File: src/rtl/he_frame_sched.sv
// Frame scheduler for the two-frame RGB histogram-equalisation cycle (statistics frame, then mapping frame).
// Generates end-of-frame, delay-FIFO write gate and phase, tracks drain and flags FIFO overflow / short frames.
module he_frame_sched #(
    parameter int WIDTH      = 1920,
    parameter int HEIGHT     = 1080,
    parameter int FIFO_DEPTH = 16
) (
    input  logic clk,
    input  logic rst_n,
    input  logic in_vsync,
    input  logic in_valid,
    input  logic core_dst_valid,
    input  logic err_clr,
    output logic pix_last,
    output logic fifo_wr_en,
    output logic phase,
    output logic busy,
    output logic frame_done,
    output logic err_overflow,
    output logic err_short_frame
);

    localparam int NPIX = WIDTH * HEIGHT;
    localparam int XW   = (WIDTH > 1) ? $clog2(WIDTH) : 1;
    localparam int YW   = (HEIGHT > 1) ? $clog2(HEIGHT) : 1;
    localparam int OW   = $clog2(NPIX + 1);
    localparam int CW   = $clog2(FIFO_DEPTH + 2);

    localparam logic [XW-1:0] X_LAST  = XW'(WIDTH - 1);
    localparam logic [YW-1:0] Y_LAST  = YW'(HEIGHT - 1);
    localparam logic [OW-1:0] O_FULL  = OW'(NPIX);
    localparam logic [OW-1:0] O_PEN   = OW'(NPIX - 1);
    localparam logic [CW-1:0] C_DEPTH = CW'(FIFO_DEPTH);
    localparam logic [CW-1:0] C_SAT   = CW'(FIFO_DEPTH + 1);

    typedef enum logic [2:0] {IDLE, STAT, WAIT_MAP, MAP, DRAIN} state_t;

    state_t        state_q, state_d;
    logic [XW-1:0] x_q, x_d;
    logic [YW-1:0] y_q, y_d;
    logic [OW-1:0] out_q, out_d;
    logic [CW-1:0] cred_q, cred_d;
    logic          phase_q, phase_d;
    logic          busy_q, busy_d;
    logic          frame_done_q, frame_done_d;
    logic          ovf_q, ovf_d;
    logic          short_q, short_d;

    logic last_pix;
    logic pix_nz;
    logic ovf_set;
    logic short_set;
    logic out_active;

    assign last_pix   = (x_q == X_LAST) && (y_q == Y_LAST);
    assign pix_nz     = (x_q != '0) || (y_q != '0);
    assign out_active = (state_q == MAP) || (state_q == DRAIN);

    assign pix_last   = in_valid && ((state_q == STAT) || (state_q == MAP)) && last_pix;
    assign fifo_wr_en = in_valid && (state_q == MAP);

    // A write that would push the credit past FIFO_DEPTH is an overflow event, even when already saturated
    assign ovf_set = fifo_wr_en && !core_dst_valid && (cred_q >= C_DEPTH);

    always_comb begin
        state_d      = state_q;
        x_d          = x_q;
        y_d          = y_q;
        out_d        = out_q;
        cred_d       = cred_q;
        short_set    = 1'b0;
        frame_done_d = 1'b0;

        case ({fifo_wr_en, core_dst_valid})
            2'b10:   if (cred_q != C_SAT) cred_d = cred_q + 1'b1;
            2'b01:   if (cred_q != '0)    cred_d = cred_q - 1'b1;
            default: cred_d = cred_q;
        endcase

        if (out_active && core_dst_valid && (out_q != O_FULL)) begin
            out_d        = out_q + 1'b1;
            frame_done_d = (out_q == O_PEN);
        end

        case (state_q)
            IDLE: begin
                if (in_vsync) begin
                    state_d = STAT;
                    x_d     = '0;
                    y_d     = '0;
                end
            end
            STAT, MAP: begin
                if (in_vsync) begin
                    short_set = pix_nz;
                    x_d       = '0;
                    y_d       = '0;
                    if (state_q == MAP) begin
                        if (pix_nz) begin
                            state_d = STAT;
                        end else begin
                            out_d  = '0;
                            cred_d = '0;
                        end
                    end
                end else if (in_valid) begin
                    if (x_q == X_LAST) begin
                        x_d = '0;
                        y_d = (y_q == Y_LAST) ? '0 : y_q + 1'b1;
                    end else begin
                        x_d = x_q + 1'b1;
                    end
                    if (last_pix) state_d = (state_q == STAT) ? WAIT_MAP : DRAIN;
                end
            end
            WAIT_MAP: begin
                if (in_vsync) begin
                    state_d = MAP;
                    x_d     = '0;
                    y_d     = '0;
                    out_d   = '0;
                    cred_d  = '0;
                end
            end
            DRAIN: begin
                if (out_q == O_FULL) begin
                    state_d = in_vsync ? STAT : IDLE;
                    x_d     = '0;
                    y_d     = '0;
                end
            end
            default: state_d = IDLE;
        endcase

        ovf_d   = ovf_q;
        short_d = short_q;
        if (err_clr) begin
            ovf_d   = 1'b0;
            short_d = 1'b0;
        end
        if (ovf_set)   ovf_d   = 1'b1;
        if (short_set) short_d = 1'b1;

        phase_d = (state_d == WAIT_MAP) || (state_d == MAP) || (state_d == DRAIN);
        busy_d  = (state_d != IDLE);
    end

    always_ff @(posedge clk or negedge rst_n) begin
        if (!rst_n) begin
            state_q      <= IDLE;
            x_q          <= '0;
            y_q          <= '0;
            out_q        <= '0;
            cred_q       <= '0;
            phase_q      <= 1'b0;
            busy_q       <= 1'b0;
            frame_done_q <= 1'b0;
            ovf_q        <= 1'b0;
            short_q      <= 1'b0;
        end else begin
            state_q      <= state_d;
            x_q          <= x_d;
            y_q          <= y_d;
            out_q        <= out_d;
            cred_q       <= cred_d;
            phase_q      <= phase_d;
            busy_q       <= busy_d;
            frame_done_q <= frame_done_d;
            ovf_q        <= ovf_d;
            short_q      <= short_d;
        end
    end

    assign phase           = phase_q;
    assign busy            = busy_q;
    assign frame_done      = frame_done_q;
    assign err_overflow    = ovf_q;
    assign err_short_frame = short_q;

endmodule

File: config.mk
export PLATFORM = sky130hd
export DESIGN_NAME = he_frame_sched
export DESIGN_NICKNAME = d
export VERILOG_FILES = /design/src/rtl/he_frame_sched.sv
export SDC_FILE = /design/constraint.sdc
export NUM_CORES = 1
export LEC_CHECK = 0
export CAP_MARGIN = 25
export CORE_MARGIN = 2
export CORE_UTILIZATION = 55
export CTS_BUF_LIST = sky130_fd_sc_hd__clkbuf_4 sky130_fd_sc_hd__clkbuf_8 sky130_fd_sc_hd__clkbuf_16
export DETAILED_ROUTE_END_ITERATION = 16
export GPL_TIMING_DRIVEN = 0
export PLACE_DENSITY = 0.76
export SYNTH_ARGS = -nofsm -noshare
export SYNTH_HDL_FRONTEND = slang
export SYNTH_SLANG_ARGS = --single-unit
File: constraint.sdc
create_clock -name clk -period 3.4 [get_ports clk]
set_clock_uncertainty 0.2 [all_clocks]
set_input_delay 0.68 -clock clk [delete_from_list [all_inputs] [get_ports clk]]
set_output_delay 0.68 -clock clk [all_outputs]
set_load 0.01 [all_outputs]
==> results of run 1 <==
what timing repair did:
item / CTS / global route
hold buffers: 0 / 0
endpoints found under the setup margin: 1 / 1
buffers inserted: 1 / 1
pin swaps: 1 / 2
gates resized for setup: 1 / 5
flip-flops by register name, summed over array words and instances, names as in the netlist, 3 cells and up:
register and cells:
y_q 11, x_q 11, out_q 21, state_q 3
cred_q 5
worst paths after layout:
| kind | startpoint | to | cells after the start |
|---|---|---|---|
| max | y_q[6] | pix_last | 5 |
| min | rst_n | out_q[12] | 1 |
| max reg2reg | x_q[0] | y_q[0] | 6 |
| min reg2reg | x_q[9] | x_q[9] | 1 |
| max in group asynchronous | rst_n | out_q[1] | 2 |
| min in group clk | x_q[9] | x_q[9] | 1 |
synth_stat cells (3+ instances only):
library cell / count / area share [%]
a31oi_1: 3 / 0.54
and4_1: 6 / 1.5
nor4b_1: 3 / 0.76
dfrtp_1: 56 / 41
o41ai_1: 3 / 0.76
or4_1: 5 / 1.1
a211oi_1: 5 / 1.1
nand4_1: 14 / 2.5
o21ai_0: 22 / 3.2
nor4_1: 4 / 0.73
nand3_1: 22 / 3.2
nor2_1: 38 / 4.1
inv_1: 26 / 2.8
nand2_1: 24 / 2.6
o22ai_1: 3 / 0.54
buf_2: 3 / 0.44
nor3_1: 10 / 1.5
nand3b_1: 3 / 0.65
nor2b_1: 4 / 0.73
ha_1: 12 / 4.4
or2_2: 4 / 0.73
a21oi_1: 16 / 2.3
o2bb2ai_1: 6 / 1.5
xnor2_1: 7 / 1.8
nand2b_1: 5 / 0.91
and2_1: 4 / 0.73
o31ai_1: 10 / 2.2
xor2_1: 5 / 1.3
or3_1: 9 / 1.6
a22oi_1: 3 / 0.65
clkbuf_1: 14 / 1.5
per-stage QoR:
step,area [um2],hold slack (ns),total power [mW]
final,3780,0.152,1.40
after global routing,3780,0.196,1.48
after CTS,3760,0.171,1.41
after detailed placement,3660,0.313,1.05
after global placement,3650,0.305,1.04
after floorplan,3440,0.184,0.965
power by group through the flow:
stage,logic (mW),clock network [mW],registers (mW)
after floorplan,0.207,0,0.758
after global placement,0.265,0,0.770
after detailed placement,0.284,0,0.770
after CTS,0.286,0.366,0.757
after global routing,0.322,0.390,0.766
final,0.286,0.357,0.759
cell type report:
class | instances | area, um2
tap | 75 | 93.8
multi-input combinational | 288 | 1890
buffer | 18 | 75.1
timing repair buffer | 14 | 143
clock buffer | 6 | 76.3
clock inverter | 1 | 5.00
fill | 496 | 2210
inverter | 26 | 97.6
sequential | 56 | 1400
routing by layer:
metal | vias to the layer above | track usage [%]
met5 | - | 0
met2 | 59 | 36.7
met1 | 1451 | 31.0
met3 | 12 | 4.08
met4 | 0 | 6.41
li1 | 1473 | -
cell families (layout without fill, tap and decap cells):
logic type / count (synthesis) / in the layout
flip-flops: 56 / 56
multiplexers: 3 / 3
AND/OR/NAND/NOR: 169 / 169
adder cells (fa/ha/maj): 12 / 12
XOR/XNOR: 12 / 12
AO/OA/AOI/OAI: 92 / 92
buffers and inverters: 44 / 65
critical path, delay by kind of cell, from the launching register on:
kind,cells,cell delay [ns]
buffers and inverters,1,0.16
flip-flops,1,0.45
AND/OR/NAND/NOR,4,1.25
==> run metrics, run 1 <==
Die Y=83.1 um; Pint=0.981 mW; Port Buf Inserts=11; Post-Synth Simple-Gate Area=27.6%; worst-path maximum fanout=6; antenna-violating nets left=0; Hold WC Path Type=input pin to async pin; most common cell after layout, fill and taps aside=dfrtp_1; Final Core Density=63.2%; WL met1=3650 um; commonest cells after routing, fill and taps aside=55 x dfrtp_1, 38 x nor2_1, 26 x inv_1; vias post-DR=2,995; total CTS buffers=5; vias per cell=6.19; DR top layer=met4; fraction of registers with async set/reset=100%; Die ar.=0.00691 mm2; critical path data arrival time=2.16 ns; synth-to-layout area growth=9.88%; Initial Util=57.5%; maxcap violations=0; Routed WL=7550 um; Core Box Area=0.00599 mm2; cell count after synthesis=388; Final Max Slew Viols=0; Clock H-tree levels=2; EDFF count, synth=0; # placed instances=475; Syn Area/Cell=8.88 um2; CTS tree=yes; Worst setup SP type=flop; DR WL met3=214 um; largest family of logic cells by synthesized area=simple AND/OR/NAND/NOR gates; status=complete, no violations; crit-path max cell delay=0.56 ns; sequential power share=54.1%; Synth Register Bits=56; Total GRT Usage=22.5%; setup tns final=0 ns; largest net degree at the start of global routing=34; Netlist cell types=62; required time of the critical path=2.52 ns; first-pass GRT wire length=13,100 um; share of the yosys chip area belonging to registers=40.7%; share of cells above drive strength 1=8.31%; I/O pins=13; Cell Pwr Density=371 mW/mm2; drt drc=0; dpl ws=0.122 ns; Die X=83.1 um; Skew-Pair Late Insertion Delay=0.31 ns; syn_nets=406; fin cells=484; FMAX=329 MHz; XOR/XNOR Fraction of Synth Area=3.05%; Worst IR Drop VDD=0.000245 V; fin crit share=89.3%; # setup viols final=0; Worst slew margin=38.2%; nets=427; Compound-Gate Fraction of Synth Area=18.4%; per-cell routed wire length=15.6 um; Final min period=3.04 ns; grt total ovfl=0; Static Leak=1.57 nW; number of diodes=0; final hold violation count=0; Worst R2R Setup Slack=0.46 ns; CTS Sinks=56; vias in the first global route=2,833; power share of the clock group=25.5%; YS warnings=0; Post-Synth Adder-Cell Area=4.36%; cell area after synthesis=0.00344 mm2; Final WS setup=0.364 ns; Post-synth top flop=dfrtp_1; Net Sw Frac=30.1%; critical path, cell by cell=or4_4, nor4_4, and3_4, and3_1, dlymetal6s2s_1; gp weighted congestion=0.827; Site Rows=28; antenna violations before repair=0; critical path class=flop to output pin; Crit. End Element=output pin; Reg clk slew, reported paths=0.10 ns; Switch Pwr=0.421 mW; Bufs on Longest Clock Path=2; worst-margin pin slew=0.921 ns; drt first pass iters=5; RSZ-0062 raised after global routing=false; slowest library cell on the worst path=or4_4; Clock Tree Root=clkbuf_8; DR iter-0 viols=193; multiplexer share of the synthesized area=0.908%; Gate power share=20.4%; DR WL met2=3590 um; Post-DP HPWL=5360 um
(Power assumes the default switching activity.)
==> run 2, diff against run 1 <==
- PLACE_DENSITY: 0.76 -> unset
- PLACE_DENSITY_LB_ADDON: unset -> 0.1
==> run metrics, run 2 (synthesis results as in run 1) <==
fin crit share=87.3% (-2.0 points); Reg with most FFs=out_q; CTS Sinks=56 (unchanged); antenna-violating nets left=0 (unchanged); first-pass GRT wire length=13,300 um (+1.4%); Final Cell Area=0.00379 mm2 (about the same); Worst IR Drop VDD=0.000262 V (+6.8%); Cell Pwr Density=375 mW/mm2 (+1.2%); Die ar.=0.00691 mm2 (unchanged); vias per cell=6.07 (-1.9%); per-cell routed wire length=15.5 um (-0.54%); Die X=83.1 um (unchanged); # placed instances=475 (unchanged); drt drc=0 (unchanged); critical path data arrival time=2.09 ns (-0.07 ns); slowest library cell on the worst path=or4_4; Crit. End Element=output pin; drt first pass iters=4 (-1); status=complete, no violations; Worst setup SP type=flop; Clock H-tree levels=2 (unchanged); antenna violations before repair=0 (unchanged); final hold violation count=0 (unchanged); Routed WL=7510 um (-0.54%); Post-DP HPWL=5420 um (+1.0%); CTS tree=yes; critical path, cell by cell=or4_4, nor4_4, and3_4, and3_1, dlymetal6s2s_1; grt total ovfl=0 (unchanged); Total GRT Usage=22.8% (+0.21 points); Final Max Slew Viols=0 (unchanged); Worst slew margin=42.0% (+3.7 points); Final min period=2.97 ns (-0.0689 ns); gp weighted congestion=0.867 (+4.8%); number of flip-flops in the largest register=21 (unchanged); maxcap violations=0 (unchanged); Clock Tree Root=clkbuf_8; Final WS setup=0.433 ns (+0.0689 ns); fin cells=484 (unchanged); hold buffer count at CTS=0 (unchanged); synth-to-layout area growth=9.95% (about the same); vias post-DR=2,939 (-1.9%); Hold WC Path Type=input pin to async pin; nets=426 (-0.23%); critical path class=flop to output pin; worst-margin pin slew=0.865 ns (-0.0558 ns); Static Leak=1.58 nW (+0.17%); Port Buf Inserts=11 (unchanged); Bufs on Longest Clock Path=2 (unchanged); number of diodes=0 (unchanged); crit-path max cell delay=0.57 ns (about the same); vias in the first global route=2,833 (unchanged); Reg clk slew, reported paths=0.10 ns (about the same); DR iter-0 viols=147 (-24%); share of cells above drive strength 1=8.07% (-0.24 points); Fin Hold WS=0.188 ns (+0.0356 ns); I/O pins=13 (unchanged); # setup viols final=0 (unchanged); required time of the critical path=2.52 ns (about the same); most common cell after layout, fill and taps aside=dfrtp_1; largest net degree at the start of global routing=30 (-12%); Initial Util=57.5% (unchanged); Core Box Area=0.00599 mm2 (unchanged); total CTS buffers=5 (unchanged); area post-placement=0.00366 mm2 (unchanged); top flop regs=out_q (21), x_q (11), y_q (11); FMAX=337 MHz (+2.3%); total power=1.42 mW (+1.3%); dpl ws=0.0720 ns (-0.0501 ns); Die Y=83.1 um (unchanged); Skew-Pair Late Insertion Delay=0.31 ns (about the same); RSZ-0062 raised after global routing=false; worst-path maximum fanout=6 (unchanged); commonest cells after routing, fill and taps aside=56 x dfrtp_1, 38 x nor2_1, 26 x inv_1; Site Rows=28 (unchanged)
## run 2: path summary, 6_finish.rpt
check                      cells past startpoint            to  slack (ns)          from
setup reg to reg                               6        y_q[0]        0.55        x_q[0]
max in group asynchronous                      2        y_q[9]        2.24         rst_n
hold / removal                                 1      out_q[8]        0.19         rst_n
hold reg to reg                                2  err_overflow        0.33  err_overflow
min in group clk                               2  err_overflow        0.33  err_overflow
setup / recovery                               5      pix_last        0.43        y_q[6]
## run 2: critical path, delay by kind of cell (launching register included)
kind	cells	cell delay, ns
DFF	1	0.44
buffers and inverters	1	0.17
and+or+nand+nor	4	1.17
## run 2: routing by layer
| layer | GRT usage [%] | share of wire [%] | up-vias |
|---|---|---|---|
| li1 | - | - | 1469 |
| met1 | 31.0 | 48 | 1423 |
| met2 | 38.6 | 48 | 39 |
| met3 | 3.28 | 2.4 | 8 |
| met4 | 5.07 | 1.0 | 0 |
| met5 | 0 | 0 | - |
## run 2: repair_timing
action | CTS | global route
pin swaps | 1 | 0
buffers inserted | 1 | 0
setup endpoints to repair | 1 | 1
gates cloned | 0 | 0
gates resized for setup | 1 | 4
## run 2: final cells by class
type                    count  area [um2]
clock buffers               6        82.6
well taps                  75        93.8
plain buffers              18        75.1
repair buffers             13         135
fillers                   506        2200
inverters                  26        97.6
flip-flops and latches     56        1400
clock inverters             2        10.0
multi-input cells         288        1890
## run 2: through the flow
stage               utilization [%]  setup TNS (ns)
detailed placement             61.2               0
floorplan                         -               0
global placement               60.9          -16.67
CTS                            62.9               0
global route                   63.2               0
finish                         63.2               0
## run 2: report_power, final
part	total (mW)	switching [mW]	internal [mW]	leakage, nW
sequential	0.759	0.0565	0.702	0.741
clock	0.383	0.219	0.163	0.0510
combinational	0.278	0.151	0.127	0.784
total	1.42	0.427	0.993	1.58
